### src/rtl/glitc_clock_edge_scanner.sv
// Multi-channel clock edge scanner.
// Scans the enabled channels one after another, lowest index first. For each
// channel the input-delay tap is swept upward from 0. At each tap the scanner
// loads the tap, lets the delay line settle, and takes a majority vote over
// 2^SAMPLE_LOG2 samples. The first tap above 0 whose vote is 1, when the tap
// before it voted 0, is the 0->1 edge. The scanner then loads a final delay of
// edge + EDGE_OFFSET, saturated at the largest tap, or 0 if no edge was found.
//
// Handshake: a start_i pulse is accepted only in IDLE, where busy_o is low.
// busy_o stays high until the cycle in which done_o pulses. load_o carries
// one-cycle strobes to the per-channel clock-path wrappers, and the matching
// delay_o slice is already valid in the strobe cycle.
// The FSM state is kept in the 'state' signal so checkers can bind to it.
module glitc_clock_edge_scanner #(
  parameter int NUM_CH        = 4,
  parameter int TAP_BITS      = 5,
  parameter int SETTLE_CYCLES = 16,
  parameter int SAMPLE_LOG2   = 4,
  parameter int EDGE_OFFSET   = 8
) (
  input  logic                         clk_i,
  input  logic                         rst_n_i,
  input  logic                         start_i,
  input  logic [NUM_CH-1:0]            ch_mask_i,
  input  logic [NUM_CH-1:0]            sample_i,
  output logic [NUM_CH*TAP_BITS-1:0]   delay_o,
  output logic [NUM_CH-1:0]            load_o,
  output logic                         busy_o,
  output logic                         done_o,
  output logic [NUM_CH-1:0]            found_o,
  output logic [NUM_CH*TAP_BITS-1:0]   edge_tap_o
);

  localparam int CH_W  = $clog2(NUM_CH + 1);
  localparam int SEL_W = (NUM_CH > 1) ? $clog2(NUM_CH) : 1;
  localparam int SET_W = (SETTLE_CYCLES > 1) ? $clog2(SETTLE_CYCLES) : 1;

  localparam logic [CH_W-1:0]        CH_END   = CH_W'(NUM_CH);
  localparam logic [SET_W-1:0]       SET_LAST = SET_W'(SETTLE_CYCLES - 1);
  localparam logic [SAMPLE_LOG2:0]   TIE      = (SAMPLE_LOG2 + 1)'(1 << (SAMPLE_LOG2 - 1));
  localparam logic [TAP_BITS:0]      OFFSET_W = (TAP_BITS + 1)'(EDGE_OFFSET);

  typedef enum logic [2:0] {
    IDLE, NEXT_CH, LOAD, SETTLE, SAMPLE, EVAL, FINAL, DONE
  } state_t;

  state_t                   state;
  logic [NUM_CH-1:0]        mask;
  logic [CH_W-1:0]          ch;
  logic [TAP_BITS-1:0]      tap;
  logic [SET_W-1:0]         settle_cnt;
  logic [SAMPLE_LOG2-1:0]   sample_cnt;
  logic [SAMPLE_LOG2:0]     ones;
  logic                     prev_bit;
  logic [TAP_BITS-1:0]      delay_r [NUM_CH];
  logic [TAP_BITS-1:0]      edge_r  [NUM_CH];

  logic [SEL_W-1:0]         ch_sel;
  logic                     cur_bit;
  logic [TAP_BITS:0]        final_sum;
  logic [TAP_BITS-1:0]      final_dly;

  // Channel index, majority vote (a tie counts as 0) and saturated final delay.
  assign ch_sel    = ch[SEL_W-1:0];
  assign cur_bit   = (ones > TIE);
  assign final_sum = {1'b0, tap} + OFFSET_W;
  assign final_dly = final_sum[TAP_BITS] ? '1 : final_sum[TAP_BITS-1:0];

  // Pack the per-channel registers onto the flat output buses.
  for (genvar k = 0; k < NUM_CH; k++) begin : g_pack
    assign delay_o[k*TAP_BITS +: TAP_BITS]    = delay_r[k];
    assign edge_tap_o[k*TAP_BITS +: TAP_BITS] = edge_r[k];
  end

  // Scan FSM. Every output is a register. Strobes are set on the transition
  // into the state that owns them, so they are high exactly in that state.
  always_ff @(posedge clk_i or negedge rst_n_i) begin
    if (!rst_n_i) begin
      state      <= IDLE;
      mask       <= '0;
      ch         <= '0;
      tap        <= '0;
      settle_cnt <= '0;
      sample_cnt <= '0;
      ones       <= '0;
      prev_bit   <= 1'b0;
      load_o     <= '0;
      busy_o     <= 1'b0;
      done_o     <= 1'b0;
      found_o    <= '0;
      for (int k = 0; k < NUM_CH; k++) begin
        delay_r[k] <= '0;
        edge_r[k]  <= '0;
      end
    end else begin
      load_o <= '0;
      done_o <= 1'b0;
      case (state)
        IDLE: begin
          if (start_i) begin
            mask     <= ch_mask_i;
            ch       <= '0;
            prev_bit <= 1'b0;
            busy_o   <= 1'b1;
            found_o  <= found_o & ~ch_mask_i;
            for (int k = 0; k < NUM_CH; k++) begin
              if (ch_mask_i[k]) edge_r[k] <= '0;
            end
            state <= NEXT_CH;
          end
        end
        NEXT_CH: begin
          if (ch == CH_END) begin
            done_o <= 1'b1;
            busy_o <= 1'b0;
            state  <= DONE;
          end else if (!mask[ch_sel]) begin
            ch <= ch + CH_W'(1);
          end else begin
            tap              <= '0;
            delay_r[ch_sel]  <= '0;
            load_o[ch_sel]   <= 1'b1;
            state            <= LOAD;
          end
        end
        LOAD: begin
          settle_cnt <= '0;
          state      <= SETTLE;
        end
        SETTLE: begin
          if (settle_cnt == SET_LAST) begin
            sample_cnt <= '0;
            ones       <= '0;
            state      <= SAMPLE;
          end else begin
            settle_cnt <= settle_cnt + SET_W'(1);
          end
        end
        SAMPLE: begin
          ones       <= ones + {{SAMPLE_LOG2{1'b0}}, sample_i[ch_sel]};
          sample_cnt <= sample_cnt + SAMPLE_LOG2'(1);
          if (sample_cnt == '1) state <= EVAL;
        end
        EVAL: begin
          if ((tap != '0) && !prev_bit && cur_bit) begin
            found_o[ch_sel] <= 1'b1;
            edge_r[ch_sel]  <= tap;
            delay_r[ch_sel] <= final_dly;
            load_o[ch_sel]  <= 1'b1;
            state           <= FINAL;
          end else if (tap == '1) begin
            found_o[ch_sel] <= 1'b0;
            edge_r[ch_sel]  <= '0;
            delay_r[ch_sel] <= '0;
            load_o[ch_sel]  <= 1'b1;
            state           <= FINAL;
          end else begin
            prev_bit        <= cur_bit;
            tap             <= tap + TAP_BITS'(1);
            delay_r[ch_sel] <= tap + TAP_BITS'(1);
            load_o[ch_sel]  <= 1'b1;
            state           <= LOAD;
          end
        end
        FINAL: begin
          ch       <= ch + CH_W'(1);
          prev_bit <= 1'b0;
          state    <= NEXT_CH;
        end
        DONE: begin
          state <= IDLE;
        end
        default: begin
          state <= IDLE;
        end
      endcase
    end
  end

endmodule

### config.mk
export PLATFORM = sky130hd
export DESIGN_NAME = glitc_clock_edge_scanner
export DESIGN_NICKNAME = d
export VERILOG_FILES = /design/src/rtl/glitc_clock_edge_scanner.sv
export SDC_FILE = /design/constraint.sdc
export NUM_CORES = 1
export LEC_CHECK = 0
export BUFFER_PORTS_ARGS = -buffer_cell sky130_fd_sc_hd__buf_2
export CORE_UTILIZATION = 55
export CTS_CLUSTER_SIZE = 8
export DETAILED_ROUTE_END_ITERATION = 16
export PLACE_DENSITY_LB_ADDON = 0.25
export SYNTH_ARGS = -nofsm -noshare
export SYNTH_HDL_FRONTEND = slang
export SYNTH_SLANG_ARGS = --single-unit
### constraint.sdc
create_clock -name clk_i -period 2.7 [get_ports clk_i]
set_input_delay 0.27 -clock clk_i [delete_from_list [all_inputs] [get_ports clk_i]]
set_output_delay 0.27 -clock clk_i [all_outputs]
set_load 0.02 [all_outputs]
==> impl_metrics.yaml, run 1 <==
status:
  outcome: "finished, violations left"
  violations: "DRC"
clocking:
  clock_latency_ps: 350
  cts_root_buf: "clkbuf_8"
  cts_inserted_buffers: 9
  cts_resized: 0
  cts_buffer_depth: 2
  clk_pin_slew_ps: 80
  post_cts_buffers: 0
  ctsHtreeMaxLevel: 3
  cts.hold.buffers_added: 0
  clkSinkCount: 79
  cts_tree: "yes"
critical_path:
  start_kind: "flip-flop"
  endpoint_kind: "flip-flop"
  reg2regPathDepth: 7
  r2r_slack_ps: 220
  cp_max_fo: 10
  cp.required_ps: 2940
  r2r_start: "tap[0]"
  path_class: "flip-flop to flip-flop"
  rr_endpoint: "tap[3]"
  crit_arrival_ps: 2720
sta:
  setup_viol: 0
  slew_headroom_pct: 36.0
  hold_viol: 0
  fmaxAchievable_mhz: 403
  rsz0062_at_grt: "false"
  report.final.slew_viol_count: 0
  period_needed_ps: 2480
  tightest_slew_ps: 961
  finalCritPeriodShare_pct: 91.8
  tns_ps: 0
  finalClockSkew_ps: 11.2
  setup_ws_ps: 221
synth:
  ys_seq_area_share_pct: 52.9
  synth-async-reset-ratio_pct: 100
  ys_ff_latch: 79
  synthCells: 332
  synth-edff-count: 0
  yosys_warnings: 0
  ys_top_cells_by_area: "dfrtp_1 53%, a22o_1 10%, ha_1 3.7%"
  yosysUniqueCellTypes: 57
  synth_nets: 354
  synth_area_per_cell_um2: 11.2
  synth_largest_area_cell: "dfrtp_1"
  syn_area_mm2: 0.00373
  netlist.area_leader.share_pct: 52.9
  synthFlopType: "dfrtp_1"
place:
  place_ws_ps: 180
  post-dp-hpwl_um: 5870
  place.gp.congestion: 0.865
  io_buffers: 60
  dpl_cell_area_mm2: 0.00413
global_routing:
  grt_pass1_vias: 2690
  grt_pass1_wl_um: 13800
  antenna_found_initial: 0
  grt_max_degree: 80
  grt.overflow.total: 0
  grt_usage_pct: 25.3
power:
  switching_power_w: 0.000664
  p_comb_share_pct: 12.3
  p_leak_nw: 2.25
  clkPwrFrac_pct: 33.2
  netSwitchingFraction_pct: 28.2
  peakVddDrop_mv: 0.330
  power_density_mw_per_mm2: 547
  pwr-share-seq_pct: 54.5
  p_int_w: 0.00170
die:
  core_mm2: 0.00646
  initial_core_util_pct: 57.8
  die_area_mm2: 0.00712
  rows: 29
  die_y_um: 84.4
  pin_count: 61
  die_w_um: 84.4
layout:
  drive_gt1_share_pct: 24.9
  nets: 418
  fin_area_mm2: 0.00431
  final_cell_mix: "79 x dfrtp_1, 59 x buf_2, 44 x a22o_1"
  final_common_cell: "dfrtp_1"
  syn_to_final_growth_pct: 15.5
  antenna_cells: 0
route:
  wl_per_cell_um: 17.4
  drc: 10
  dr.first_iter.drc_count: 135
  dr.pass1.iters: 12
  ant_nets: 0
  vias: 2904
  routed_wl_um: 8320
  viasPerCell: 6.08
run:
  max-cap-violations: 0
worst_hold_path:
  hp-class: "primary input to async pin"
## sequential cells by signal, indices dropped and copies added, names as in the netlist, named ones only
name,cells
busy_o,1
ch,3
delay_o,20
done_o,1
edge_tap_o,20
load_o,4
mask,4
ones,5
prev_bit,1
sample_cnt,4
settle_cnt,4
state,3
tap,5
## cell type report
cell class | count | area (µm²)
fillers | 510 | 2150
flip-flops and latches | 79 | 1980
multi-input cells | 219 | 1630
repair buffers | 69 | 370
clock buffers | 11 | 141
well taps | 77 | 96.3
inverters | 18 | 67.6
clock inverters | 5 | 31.3
## power by group through the flow
stage / clock network (W) / logic (W) / registers, W
after global placement: 0 / 0.000285 / 0.00131
after global routing: 0.000853 / 0.000323 / 0.00129
after floorplan: 0 / 0.000192 / 0.00130
final: 0.000782 / 0.000291 / 0.00129
after CTS: 0.000796 / 0.000293 / 0.00129
after detailed placement: 0 / 0.000292 / 0.00131
## metal layers
metal	wire length (µm)	GRT usage (%)
met2	3820	39.1
met4	96	8.01
met5	0	0
met3	429	5.70
met1	3970	36.1
## per-stage QoR
stage	hold slack (ps)	std cells	util [%]	total power (W)
after floorplan	-25.6	332	-	0.00149
after global placement	458	462	64.0	0.00159
after detailed placement	461	462	64.0	0.00160
after CTS	109	478	66.7	0.00238
after global routing	154	478	66.8	0.00247
final	76.6	478	66.8	0.00236
## cells in the mapped netlist, types with 6 or more instances
cell / count
a21o_1: 6
ha_1: 11
a21oi_1: 13
nand2_1: 20
nor2b_1: 6
and2_1: 7
inv_1: 18
clkbuf_1: 10
nand3_1: 14
dfrtp_1: 79
nor2_1: 15
o21ai_0: 14
a22o_1: 44
## worst max path at each step
stage                    end  slack, ps  cells after the start   start
2_1_floorplan         tap[3]        400                      7  tap[3]
3_3_place_gp          tap[3]        240                      7  tap[0]
3_5_place_dp          tap[3]        180                      7  tap[0]
4_1_cts               tap[3]        170                      7  tap[0]
5_1_grt        edge_tap_o[4]         50                      7  tap[0]
6_report              tap[3]        220                      7  tap[0]
## cell families (layout without fill, tap and decap cells)
group | count (synthesis) | count (layout) | share of synthesized area (%)
AOI/OAI and AO/OA | 106 | 106 | 22.4
xor gates and xnor gates | 3 | 3 | 0.704
adders and majority gates | 11 | 11 | 3.69
buffers and inverters | 34 | 103 | 3.59
DFF | 79 | 79 | 52.9
muxes | 10 | 10 | 3.52
and+or+nand+nor | 89 | 89 | 13.1
## worst max-delay path, cell delays in order (launching register included)
cell,delay [ps]
dfrtp_1,510
ha_1,310
and3_1,160
ha_1,270
nor4bb_2,410
o41ai_4,200
and2_1,220
a211o_1,290
No activity file was read; power rests on OpenSTA's default activity.
==> run 2, diff against run 1 <==
Settings changed: ABC_AREA from default to 1.
==> impl_metrics.yaml, run 2 <==
global_routing:
  grt_pass1_vias: 3359
  grt_pass1_wl_um: 16100
  grt.overflow.total: 0
  grt_usage_pct: 28.1
  antenna_found_initial: 0
  grt_max_degree: 80
route:
  wl_per_cell_um: 14.4
  wl_met2_um: 4540
  vias: 3602
  dr.pass1.iters: 5
  wl_met1_um: 4350
  highest_layer: "met4"
  dr_wl_met3_um: 644
  drc: 0
  ant_nets: 0
  viasPerCell: 5.31
  dr.first_iter.drc_count: 312
  routed_wl_um: 9740
clocking:
  ctsHtreeMaxLevel: 3
  clock_latency_ps: 360
  cts_tree: "yes"
  cts.hold.buffers_added: 0
  cts_inserted_buffers: 9
  cts_root_buf: "clkbuf_8"
  cts_resized: 0
  clkSinkCount: 79
  post_cts_buffers: 0
  clk_pin_slew_ps: 80
  cts_buffer_depth: 2
power:
  finalPower_w: 0.00409
  power_density_mw_per_mm2: 899
  p_leak_nw: 2.54
  peakVddDrop_mv: 0.549
layout:
  final_common_cell: "nand2_1"
  drive_gt1_share_pct: 15.5
  nets: 599
  syn_to_final_growth_pct: 14.8
  layoutNonFillerInstCount: 678
  fin_area_mm2: 0.00455
  final_cell_mix: "206 x nand2_1, 79 x dfrtp_1, 59 x buf_2"
  antenna_cells: 0
synth:
  ys_top_cells_by_area: "dfrtp_1 50%, nand2_1 20%, o21ai_0 6.4%"
  synth_area_per_cell_um2: 7.75
  synthFlopType: "dfrtp_1"
  ys_ff_latch: 79
  yosysMostFrequentCell: "nand2_1"
  yosys_warnings: 0
  synth-edff-count: 0
  yosysUniqueCellTypes: 29
  synth_commonest_cells: "206 x nand2_1, 79 x dfrtp_1, 56 x inv_1, 51 x o21ai_0, 28 x nand3_1"
  synthCells: 511
  synth_largest_area_cell: "dfrtp_1"
  netlist.area_leader.share_pct: 49.9
  ys_seq_area_share_pct: 49.9
  syn_area_mm2: 0.00396
  synth_nets: 533
  synth-async-reset-ratio_pct: 100
critical_path:
  cp.required_ps: 2940
  endpoint_kind: "flip-flop"
  endpoint: "edge_tap_o[4]"
  r2r_slack_ps: 520
  r2r_start: "tap[0]"
  path_class: "flip-flop to flip-flop"
  cp_max_fo: 18
  rr_endpoint: "edge_tap_o[4]"
  reg2regPathDepth: 12
  crit_arrival_ps: 2430
  start_kind: "flip-flop"
  critPathLaunch: "tap[0]"
worst_hold_path:
  hp-class: "primary input to async pin"
place:
  place_ws_ps: 576
  dpl_cell_area_mm2: 0.00436
  placed_cells: 662
  post-dp-hpwl_um: 7120
  io_buffers: 60
  place.gp.congestion: 0.945
sta:
  rsz0062_at_grt: "false"
  tns_ps: 0
  fmaxAchievable_mhz: 458
  setup_viol: 0
  finalCritPeriodShare_pct: 80.9
  setup_ws_ps: 516
  period_needed_ps: 2180
  hold_viol: 0
  finalClockSkew_ps: 9.35
  report.final.slew_viol_count: 0
  slew_headroom_pct: 35.6
  tightest_slew_ps: 966
die:
  core_mm2: 0.00687
  die_area_mm2: 0.00754
  pin_count: 61
  initial_core_util_pct: 57.7
  rows: 30
  die_y_um: 86.9
  die_w_um: 86.9
status:
  outcome: "complete, no violations"
run:
  max-cap-violations: 0
-- run 2: cell count changes after synthesis, sizes merged, moves of 8 or more --
| cell | before | now |
|---|---|---|
| nand2 | 20 | 209 |
| a22o | 44 | 0 |
| inv | 18 | 57 |
| o21ai | 14 | 53 |
| nor2 | 15 | 33 |
| nand3 | 14 | 28 |
| a21oi | 13 | 5 |
| and2 | 8 | 0 |
-- run 2: final cells by class --
type | instances | area, µm²
sequential | 79 | 1980
multi-input combinational | 368 | 1730
clock buffer | 11 | 151
timing repair buffer | 62 | 318
clock inverter | 5 | 32.5
tap | 96 | 120
inverter | 57 | 214
fill | 609 | 2320
-- run 2: metrics by stage --
step | hold WS (ps) | utilization (%)
floorplan | -25.6 | -
global placement | 451 | 63.5
CTS | 92.8 | 66.2
finish | 51.4 | 66.2
global route | 152 | 66.2
detailed placement | 453 | 63.5
-- run 2: critical path, cell delays in order, from the launching register on --
cell and delay (ps):
dfrtp_1 500, inv_1 110, ha_1 220, inv_1 70
nor2_2 50, a21oi_4 260, nand2_4 190, nand2_1 140
nand2_1 90, nand2_1 140, nand2_1 140, nand2_1 100
nand2_1 50
-- run 2: per-layer routing --
| layer | global-route usage (%) | vias up |
|---|---|---|
| met4 | 13.0 | 0 |
| met3 | 4.74 | 25 |
| met5 | 0 | - |
| met1 | 37.8 | 1678 |
| met2 | 44.4 | 153 |
| li1 | - | 1746 |
-- run 2: kinds of logic (layout without fill, tap and decap cells) --
| logic type | count (synthesis) | after routing | synth area share [%] |
|---|---|---|---|
| XOR/XNOR | 7 | 7 | 1.55 |
| flip-flops | 79 | 79 | 49.9 |
| adder cells (fa/ha/maj) | 11 | 11 | 3.48 |
| buffers and inverters | 64 | 135 | 6.29 |
| AO/OA/AOI/OAI | 66 | 66 | 8.91 |
| AND/OR/NAND/NOR | 283 | 283 | 29.6 |
| multiplexers | 1 | 1 | 0.253 |
-- run 2: how the worst min path moves through the flow --
stage | startpoint | endpoint | slack (ps) | depth (start not counted)
floorplan | rst_n_i | async pin | -30 | 0
global placement | flip-flop | flip-flop | 450 | 2
detailed placement | edge_tap_o[2] | edge_tap_o[2] | 450 | 2
CTS | rst_n_i | async pin | 90 | 1
global route | rst_n_i | async pin | 150 | 1
finish | rst_n_i | edge_tap_o[9] | 50 | 1
-- run 2: power breakdown --
part	switching (W)	leakage, nW	internal (W)
Sequential	0.000221	1.07	0.00144
Combinational	0.00114	1.39	0.000479
Clock	0.000432	0.0873	0.000380
Total	0.00179	2.54	0.00230
